===== src/rtl/bus_arbiter2_pkg.sv =====
// bus_arbiter2_pkg: shared definitions for the two-requester packet arbiter.
//   state_e      - FSM encoding (IDLE=00, G0=01, G1=10; 11 is illegal)
//   REQ0 / REQ1  - requester index constants, also the mux select values
//   other_req()  - the requester that is not the given one
package bus_arbiter2_pkg;

  typedef enum logic [1:0] {
    StIdle = 2'b00,
    StG0   = 2'b01,
    StG1   = 2'b10
  } state_e;

  localparam logic REQ0 = 1'b0;
  localparam logic REQ1 = 1'b1;

  function automatic logic other_req(input logic idx);
    return ~idx;
  endfunction

endpackage


===== src/rtl/bus_arbiter2_mux2_w.sv =====
// mux2_w: pure combinational 2:1 multiplexer for a data word plus its last flag.
// Ports:
//   sel       in   select; REQ0 picks input 0, REQ1 picks input 1
//   in0_data  in   WIDTH data of input 0
//   in0_last  in   last flag of input 0
//   in1_data  in   WIDTH data of input 1
//   in1_last  in   last flag of input 1
//   out_data  out  selected data
//   out_last  out  selected last flag
module mux2_w
  import bus_arbiter2_pkg::*;
#(
  parameter int unsigned WIDTH = 32
) (
  input  logic             sel,
  input  logic [WIDTH-1:0] in0_data,
  input  logic             in0_last,
  input  logic [WIDTH-1:0] in1_data,
  input  logic             in1_last,
  output logic [WIDTH-1:0] out_data,
  output logic             out_last
);

  always_comb begin
    out_data = in0_data;
    out_last = in0_last;
    if (sel == REQ1) begin
      out_data = in1_data;
      out_last = in1_last;
    end
  end

endmodule


===== src/rtl/bus_arbiter2.sv =====
// bus_arbiter2: two-requester round-robin packet arbiter driving one downstream bus.
// A grant is held from the first beat of a packet to the beat carrying last, or until
// MAX_BEATS beats have transferred without last (forced release, sticky err_overrun).
// Ports:
//   clk, reset                 clock; asynchronous active-high reset
//   req0_valid/data/last       requester 0 beat
//   req0_ready                 requester 0 beat accepted this cycle
//   req1_valid/data/last/ready same roles for requester 1
//   out_valid/data/last        granted beat towards the consumer
//   out_ready                  consumer accepts the beat
//   out_src                    index of the current or most recent grant
//   err_overrun                sticky: a packet exceeded MAX_BEATS
module bus_arbiter2
  import bus_arbiter2_pkg::*;
#(
  parameter int unsigned WIDTH     = 32,
  parameter int unsigned MAX_BEATS = 16
) (
  input  logic             clk,
  input  logic             reset,
  input  logic             req0_valid,
  input  logic [WIDTH-1:0] req0_data,
  input  logic             req0_last,
  output logic             req0_ready,
  input  logic             req1_valid,
  input  logic [WIDTH-1:0] req1_data,
  input  logic             req1_last,
  output logic             req1_ready,
  output logic             out_valid,
  output logic [WIDTH-1:0] out_data,
  output logic             out_last,
  input  logic             out_ready,
  output logic             out_src,
  output logic             err_overrun
);

  localparam logic [8:0] MaxBeats9 = 9'(MAX_BEATS);

  state_e     state_q;
  logic       prio_q;
  logic [7:0] beats_q;
  logic       out_src_q;
  logic       err_q;

  logic       xfer;
  logic [8:0] beats_inc;
  logic       at_max;
  logic       overrun_hit;
  logic       release_grant;

  // out_src_q only changes on grant entry, so it is the live grant index inside G0/G1.
  mux2_w #(
    .WIDTH (WIDTH)
  ) u_mux (
    .sel      (out_src_q),
    .in0_data (req0_data),
    .in0_last (req0_last),
    .in1_data (req1_data),
    .in1_last (req1_last),
    .out_data (out_data),
    .out_last (out_last)
  );

  // Zero-cycle ready/valid steering for the granted requester.
  always_comb begin
    out_valid  = 1'b0;
    req0_ready = 1'b0;
    req1_ready = 1'b0;
    unique case (state_q)
      StG0: begin
        out_valid  = req0_valid;
        req0_ready = out_ready;
      end
      StG1: begin
        out_valid  = req1_valid;
        req1_ready = out_ready;
      end
      default: ;
    endcase
  end

  assign xfer          = out_valid & out_ready;
  // 9-bit compare so beats_q = 255 cannot wrap against MAX_BEATS.
  assign beats_inc     = {1'b0, beats_q} + 9'd1;
  assign at_max        = (beats_inc == MaxBeats9);
  assign overrun_hit   = xfer & ~out_last & at_max;
  assign release_grant = xfer & (out_last | at_max);

  always_ff @(posedge clk or posedge reset) begin
    if (reset) begin
      state_q   <= StIdle;
      prio_q    <= REQ0;
      beats_q   <= 8'd0;
      out_src_q <= REQ0;
      err_q     <= 1'b0;
    end else begin
      unique case (state_q)
        StIdle: begin
          if (req0_valid && (!req1_valid || prio_q == REQ0)) begin
            state_q   <= StG0;
            out_src_q <= REQ0;
            beats_q   <= 8'd0;
          end else if (req1_valid) begin
            state_q   <= StG1;
            out_src_q <= REQ1;
            beats_q   <= 8'd0;
          end
        end
        StG0, StG1: begin
          if (release_grant) begin
            state_q <= StIdle;
            prio_q  <= other_req(out_src_q);
          end else if (xfer) begin
            beats_q <= beats_q + 8'd1;
          end
          if (overrun_hit) begin
            err_q <= 1'b1;
          end
        end
        // Illegal encoding 2'b11 recovers to IDLE.
        default: state_q <= StIdle;
      endcase
    end
  end

  assign out_src     = out_src_q;
  assign err_overrun = err_q;

endmodule


===== config.mk =====
export PLATFORM = sky130hd
export DESIGN_NAME = bus_arbiter2
export DESIGN_NICKNAME = d
export VERILOG_FILES = /design/src/rtl/bus_arbiter2_pkg.sv /design/src/rtl/bus_arbiter2_mux2_w.sv /design/src/rtl/bus_arbiter2.sv
export SDC_FILE = /design/constraint.sdc
export NUM_CORES = 1
export LEC_CHECK = 0
export CAP_MARGIN = 20
export CORE_ASPECT_RATIO = 1.1
export CORE_MARGIN = 2
export CORE_UTILIZATION = 35
export CTS_CLUSTER_DIAMETER = 100
export CTS_CLUSTER_SIZE = 40
export DETAILED_ROUTE_END_ITERATION = 10
export PLACE_DENSITY = 0.83
export SLEW_MARGIN = 0
export SYNTH_ARGS = -nofsm -noshare
export SYNTH_HDL_FRONTEND = slang
export SYNTH_SLANG_ARGS = --single-unit

===== constraint.sdc =====
create_clock -name clk -period 5.4 [get_ports clk]
set_input_delay 1.08 -clock clk [delete_from_list [all_inputs] [get_ports clk]]
set_output_delay 1.08 -clock clk [all_outputs]
set_load 0.05 [all_outputs]

# After elaboration in Yosys (flattened, before gate mapping)
# Cells that the tools add are included.
[op_classes] eq_ne=7 reduce_logical=12 n_mux=16 n_div=0 n_bitwise=8 shifts=0 n_addsub=2 n_lt_le_gt_ge=0 multipliers=0
[op_table] cell="$mux 32" n=1
[op_table] cell="$mux 8" n=4
[op_table] cell="$pmux 8 s2" n=1
[op_table] cell="$add 8x1->9 const B" n=1
[op_table] cell="$eq 9x5->1 const B" n=1
[op_table] cell="$add 8x1->8 const B" n=1
[op_table] cell="$reduce_and 2->1" n=4
[op_table] cell="$mux 2" n=3
[op_table] cell="$ne 2x2->1 const B" n=3
[op_table] cell="$mux 1" n=5
[op_table] cell="$and 1x1->1" n=4
[op_table] cell="$pmux 2 s2" n=1
[op_table] cell="$reduce_and 4->1" n=1
[op_table] cell="$reduce_bool 2->1" n=2
[op_table] cell="$ne 3x3->1 const B" n=1
[op_table] cell="$not 1->1" n=3
[op_table] cell="$eq 2x1->1 const B" n=1
[op_table] cell="$eq 2x2->1 const B" n=1
[op_table] cell="$logic_not 2->1" n=1
[op_table] cell="$pmux 1 s2" n=1
[op_table] cell="$reduce_or 2->1" n=1
[op_table] cell="$logic_and 1x1->1" n=1
[op_table] cell="$logic_not 1->1" n=1
[op_table] cell="$logic_or 1x1->1" n=1
[op_table] cell="$or 1x1->1" n=1
[totals] rom_bits=0 elab_cells=50 memories=0 ram_bits=0 out_inout_bits=38 latch_bits=0 in_bits=71 ff_bits=13

# Depth between registers and ports, before layout
# Gate-level depths: netlist of run 1.
[logic_depth] word_depth=6 depth_mapped=7

# Modules after synthesis
# From an unflattened synthesis of run 1, not the netlist that was laid out.
[unflattened] cells_unflattened=134 hier_area_um2=1492.7
[by_module_without_submodules] module="bus_arbiter2" seq_area_each_um2=325.3 cells_per_inst=97 instances=1 area_each_um2=937.1
[by_module_without_submodules] module="mux2_w" seq_area_each_um2=0.0 cells_per_inst=37 instances=1 area_each_um2=555.5

# Worst setup path after synthesis of run 1
# OpenSTA, ideal clock, no wires.
[synth_timing] path_kind="input to output" start="in req0_valid" end="out out_valid" n_path_buf=0 path_slack_ns=2.393 arrival_ns=1.927 cell_stages=2 required_time_ns=4.320 path_cell_list="a22oi_1 nor2_1"
[synth_between] elab_chain_cells=1
[synth_lines] element="start, declared" line="bus_arbiter2.sv:21" rtl="input logic req0_valid,"
[synth_lines] element="$pmux 1 s2" line="bus_arbiter2.sv:69" rtl="unique case (state_q)"
[synth_lines] element="end, declared" line="bus_arbiter2.sv:29" rtl="output logic out_valid,"
# No other way between the ends.

# Final worst setup path of run 1
# Same ends and word-level chain as after synthesis.

==> results.sh, run 1 <==
export IMPL_status="complete, no violations"
export IMPL_postCtsSetupBuffers=0
export IMPL_dr_pass1_iters=4
export IMPL_syn_inst=140
export IMPL_hpwl_microns=3910
export IMPL_final_cell_area_sq_mm=0.00247
export IMPL_overflow=0
export IMPL_crit_fanout=5
export IMPL_p_leak_nw=0.959
export IMPL_ys_ff_latch=13
export IMPL_wl_per_cell_microns=16.0
export IMPL_worstMarginPinSlew_ps=541
export IMPL_port_buffers=108
export IMPL_grt_pass1_vias=1383
export IMPL_post_dp_cell_area_sq_mm=0.00243
export IMPL_grt_antenna_before_repair=0
export IMPL_yosysMostFrequentCell="mux2_2"
export IMPL_ctsResizeCount=0
export IMPL_cp_arrival_ps=2840
export IMPL_fmax_mhz=255
export IMPL_critPathMaxStageDelay_ps=720
export IMPL_start_util=0.364
export IMPL_p_per_area_mw_per_mm2=446
export IMPL_syn_cell_area_sq_mm=0.00132
export IMPL_maxSlewViolCount=0
export IMPL_hold_viol=0
export IMPL_vdd_drop_max_v=0.000311
export IMPL_syn_nets=215
export IMPL_antenna_left=0
export IMPL_timing_critical_path_mode_cell="clkdlybuf4s50_1"
export IMPL_cts_sinks=13
export IMPL_gp_congestion=0.830
export IMPL_skew_ps=3.59
export IMPL_drt_wl_total_microns=4720
export IMPL_cts_hold_buf=0
export IMPL_drive_gt1_frac=0.176
export IMPL_cts_root_buf="clkbuf_8"
export IMPL_cts_tree="yes"
export IMPL_grt_pass1_wl_microns=7010
export IMPL_synth_edf_count=0
export IMPL_cap_violations=0
export IMPL_final_setup_tns_ps=0
export IMPL_path_clk_slew_ps=60
export IMPL_io_pins=109
export IMPL_path_delay_family="buffers and inverters"
export IMPL_clk_latency_ps=250
export IMPL_required_ps=4320
export IMPL_die_y_microns=68.4
export IMPL_synthFlopType="dfrtp_1"
export IMPL_die_w_microns=62.6
export IMPL_coreArea_sq_mm=0.00363
export IMPL_fin_crit_ps=3920
export IMPL_cp_end_kind="output port"
export IMPL_maxSlewHeadroom=0.638
export IMPL_synth_top_cell_area_share=0.273
export IMPL_start_kind="primary input"
export IMPL_crit_chain="clkdlybuf4s50_1, a22oi_1, nor2_1, clkdlybuf4s50_1"
export IMPL_grt_usage=0.210
export IMPL_insertedDiodeCount=0
export IMPL_drc=0
export IMPL_yosysWarnings=0
export IMPL_fillCellCount=295
export IMPL_fin_nets=321
export IMPL_vias=1521
export IMPL_worst_hold_path_type="register to register"
export IMPL_vias_per_cell=5.16
export IMPL_avgSynthCellArea_sq_um=9.43
export IMPL_synthTopCellsByCount="mux2_2, dfrtp_1, nand2_1"
export IMPL_synthTopCellsByArea="mux2_2, dfrtp_1, ha_1"
export IMPL_die_area_sq_mm=0.00428
export IMPL_yosysTopAreaCell="mux2_2"
export IMPL_post_route_period_util=0.726
export IMPL_area_growth_pct=87.2
export IMPL_cts_buffer_depth=2
export IMPL_critPathKind="primary input to output port"
export IMPL_synth_seq_area_share=0.246
export IMPL_drt_iter0_drc=66
export IMPL_h_tree_depth=1
export IMPL_async_flop_share=1.00
export IMPL_cp_buffers_inverters=2
export IMPL_grt_start_max_net_pins=28
export IMPL_synth_cell_types=44
export IMPL_row_count=23
export IMPL_setup_violations=0
export IMPL_crit_slowest_cell="clkdlybuf4s50_1"
export IMPL_rsz0062_at_grt="false"
export IMPL_cts_made_buffers=3
-- power breakdown --
group          switching (mW)  internal [mW]  total, mW
registers              0.0325          0.118      0.150
logic                   0.521          0.341      0.862
clock network          0.0365         0.0522     0.0887
-- worst register-to-register path, stage by stage (launching register included) --
cell	delay, ps
dfrtp_1	560
buf_4	400
mux2i_4	380
inv_2	100
nor3_4	290
o21ai_4	140
o31ai_1	260
a31oi_1	120
-- area by class of cell --
type,instances,area [sq um],share of cell area
multi-input combinational,111,920,0.372
tap,50,62.6,0.0253
timing repair buffer,109,1090,0.441
inverter,8,30.0,0.0122
sequential,13,325,0.132
clock buffer,4,45.0,0.0182
-- layout by cell type, fill, tap and decap left out, drive strengths merged, types with 5 or more instances in the layout --
| cell | Yosys | final |
|---|---|---|
| a31oi | 6 | 6 |
| mux2 | 32 | 32 |
| inv | 8 | 8 |
| nand3 | 6 | 6 |
| dfrtp | 13 | 13 |
| nor2 | 6 | 6 |
| o211ai | 5 | 5 |
| clkdlybuf4s50 | 0 | 108 |
| o21ai | 7 | 7 |
| nand2 | 9 | 9 |
-- per-layer routing --
layer,share of wire,global-route usage
met5,0,0
met4,0.018,0.0667
met3,0.070,0.0378
met2,0.51,0.358
met1,0.40,0.273
-- flip-flops by register name, summed over array words and instances (netlist names) --
signal       cells
prio_q           1
state_q          2
out_src          1
err_overrun      1
beats_q          8
-- kinds of logic (layout without fill, tap and decap cells) --
logic type                 after synthesis  count (layout)  synth area share
adders and majority gates                4               4            0.0379
AOI/OAI and AO/OA                       37              37             0.208
muxes                                   35              35             0.305
and+or+nand+nor                         35              35             0.146
DFF                                     13              13             0.246
buffers and inverters                   16             121            0.0569
-- stage by stage --
step | total power [mW] | std cells | utilization | hold slack [ps] | setup WS (ps)
6_report | 1.10 | 295 | 0.682 | 460 | 1480
5_1_grt | 1.16 | 295 | 0.682 | 479 | 1430
4_1_cts | 1.10 | 295 | 0.682 | 465 | 1490
3_5_place_dp | 1.01 | 291 | 0.669 | 448 | 1510
3_3_place_gp | 1.01 | 291 | 0.669 | 443 | 1510
2_1_floorplan | 0.755 | 140 | - | 504 | 2390
-- path summary, 6_finish.rpt --
| check | start | slack [ps] | end | cells past startpoint |
|---|---|---|---|---|
| worst max-delay path | req0_valid | 1480 | out_valid | 4 |
| worst min-delay path | err_overrun$_DFFE_PP0P_ | 460 | err_overrun$_DFFE_PP0P_ | 1 |
| worst max register to register | out_src$_DFFE_PP0P_ | 3030 | beats_q[7]$_DFFE_PP0P_ | 7 |
| worst min register to register | err_overrun$_DFFE_PP0P_ | 460 | err_overrun$_DFFE_PP0P_ | 1 |
| max in group asynchronous | reset | 3870 | beats_q[7]$_DFFE_PP0P_ | 2 |
| min in group asynchronous | reset | 1170 | beats_q[6]$_DFFE_PP0P_ | 2 |
No activity file was read; power rests on OpenSTA's default activity.
==> inputs of run 2 (changes only) <==
--- a/config.mk
+++ b/config.mk
@@ -8,11 +8,11 @@
 export CAP_MARGIN = 20
 export CORE_ASPECT_RATIO = 1.1
 export CORE_MARGIN = 2
-export CORE_UTILIZATION = 35
+export CORE_UTILIZATION = 33
 export CTS_CLUSTER_DIAMETER = 100
 export CTS_CLUSTER_SIZE = 40
 export DETAILED_ROUTE_END_ITERATION = 10
-export PLACE_DENSITY = 0.83
+export PLACE_DENSITY = 0.79
 export SLEW_MARGIN = 0
 export SYNTH_ARGS = -nofsm -noshare
 export SYNTH_HDL_FRONTEND = slang
==> constraint.sdc (replaced) <==
create_clock -name clk -period 3.8 [get_ports clk]
set_input_delay 0.76 -clock clk [delete_from_list [all_inputs] [get_ports clk]]
set_output_delay 0.76 -clock clk [all_outputs]
set_load 0.05 [all_outputs]
==> results.sh, run 2 (same netlist as run 1, synthesis figures left out) <==
export IMPL_cts_root_buf="clkbuf_8"
export IMPL_crit_chain="clkdlybuf4s50_1, a22oi_1, nor2_1, clkdlybuf4s50_1"
export IMPL_cp_buffers_inverters=2
export IMPL_fin_crit_ps=3360
export IMPL_drc=0
export IMPL_row_count=24
export IMPL_cts_sinks=13
export IMPL_critPathMaxStageDelay_ps=730
export IMPL_worstSetupPathDepth=4
export IMPL_cts_buffer_depth=2
export IMPL_critPathKind="primary input to output port"
export IMPL_cts_made_buffers=3
export IMPL_r2r_start="out_src$_DFFE_PP0P_"
export IMPL_worst_r2r_path_depth=6
export IMPL_hpwl_microns=3820
export IMPL_maxSlewViolCount=0
export IMPL_io_pins=109
export IMPL_critPathCapture="out_valid"
export IMPL_cap_violations=0
export IMPL_p_per_area_mw_per_mm2=639
export IMPL_largest_register_ff_count=8
export IMPL_antenna_left=0
export IMPL_cp_arrival_ps=2600
export IMPL_die_y_microns=70.3
export IMPL_timing_critical_path_mode_cell="clkdlybuf4s50_1"
export IMPL_postCtsSetupBuffers=0
export IMPL_required_ps=3040
export IMPL_grt_pass1_vias=1394
export IMPL_power_mw=1.59
export IMPL_ctsResizeCount=0
export IMPL_h_tree_depth=1
export IMPL_vdd_drop_max_v=0.000379
export IMPL_pre_cts_slack_ps=490
export IMPL_fin_nets=321
export IMPL_top_register="beats_q"
export IMPL_hold_viol=0
export IMPL_die_w_microns=64.3
export IMPL_mostFrequentLayoutCell="clkdlybuf4s50_1"
export IMPL_grt_pass1_wl_microns=7190
export IMPL_insertedDiodeCount=0
export IMPL_final_setup_tns_ps=0
export IMPL_wl_per_cell_microns=15.7
export IMPL_start_util=0.338
export IMPL_area_growth_pct=88.3
export IMPL_status="complete, no violations"
export IMPL_vias_per_cell=5.17
export IMPL_post_route_period_util=0.883
export IMPL_drt_iter0_drc=33
export IMPL_reg2reg_to="beats_q[7]$_DFFE_PP0P_"
export IMPL_skew_ps=0.522
export IMPL_worstMarginPinSlew_ps=690
export IMPL_p_leak_nw=0.964
export IMPL_layout_common_cells="clkdlybuf4s50_1, mux2_2, dfrtp_1"
export IMPL_setup_violations=0
export IMPL_rrSetupSlack_ps=1570
export IMPL_grt_antenna_before_repair=0
export IMPL_whs_ps=459
export IMPL_vias=1535
export IMPL_rsz0062_at_grt="false"
export IMPL_clk_latency_ps=250
export IMPL_path_delay_family="buffers and inverters"
export IMPL_worst_hold_path_type="register to register"
export IMPL_cp_end_kind="output port"
export IMPL_cts_tree="yes"
export IMPL_drive_gt1_frac=0.176
export IMPL_start_kind="primary input"
export IMPL_layout_setup_ws_ps=444
export IMPL_coreArea_sq_mm=0.00390
export IMPL_crit_start="req0_valid"
export IMPL_dr_pass1_iters=4
export IMPL_gp_congestion=0.896
export IMPL_crit_slowest_cell="clkdlybuf4s50_1"
export IMPL_final_cell_count_no_fill=297
export IMPL_crit_fanout=5
export IMPL_dp_cells=293
export IMPL_fmax_mhz=298
export IMPL_overflow=0
export IMPL_grt_usage=0.202
export IMPL_cts_hold_buf=0
export IMPL_maxSlewHeadroom=0.540
export IMPL_port_buffers=108
export IMPL_path_clk_slew_ps=60
export IMPL_top_regs="beats_q (8), state_q (2)"
export IMPL_die_area_sq_mm=0.00452
export IMPL_drt_wl_total_microns=4670
export IMPL_grt_start_max_net_pins=23
==> run 2: layout make-up <==
class                   count  area [sq um]
clock buffers               4          45.0
fillers                   333          1420
inverters                   8          30.0
multi-input cells         111           920
flip-flops and latches     13           325
well taps                  52          65.1
repair buffers            109          1100
==> run 2: metrics by stage <==
stage | utilization | cell area, sq um
2_1_floorplan | - | 1320
3_3_place_gp | 0.625 | 2440
3_5_place_dp | 0.625 | 2440
4_1_cts | 0.637 | 2490
5_1_grt | 0.637 | 2490
6_report | 0.637 | 2490
==> run 2: layer usage <==
layer / vias up / share of wire / track usage
li1: 738 / - / -
met1: 720 / 0.39 / 0.235
met2: 68 / 0.52 / 0.359
met3: 9 / 0.077 / 0.0451
met4: 0 / 0.019 / 0.0733
met5: - / 0 / 0
==> run 2: how the worst min path moves through the flow <==
stage | start | to | slack (ps) | cells after the start
6_report | err_overrun$_DFFE_PP0P_ | err_overrun$_DFFE_PP0P_ | 460 | 1
5_1_grt | err_overrun$_DFFE_PP0P_ | err_overrun$_DFFE_PP0P_ | 490 | 1
4_1_cts | err_overrun$_DFFE_PP0P_ | err_overrun$_DFFE_PP0P_ | 470 | 1
3_5_place_dp | err_overrun$_DFFE_PP0P_ | err_overrun$_DFFE_PP0P_ | 450 | 1
3_3_place_gp | err_overrun$_DFFE_PP0P_ | err_overrun$_DFFE_PP0P_ | 440 | 1
2_1_floorplan | beats_q[6]$_DFFE_PP0P_ | beats_q[6]$_DFFE_PP0P_ | 500 | 1
==> run 2: worst reg2reg max path: stages, from the launching register on <==
cell and delay, ps:
dfrtp_1 780, mux2i_4 430, inv_2 110, nor3_4 280, o21ai_4 150, o31ai_1 250, a31oi_1 110
==> run 2: power by group <==
group / internal [mW] / switching (mW) / total, mW / leakage [nW]
clock: 0.0743 / 0.0542 / 0.128 / 0.0228
sequential: 0.167 / 0.0611 / 0.228 / 0.171
combinational: 0.499 / 0.733 / 1.23 / 0.769
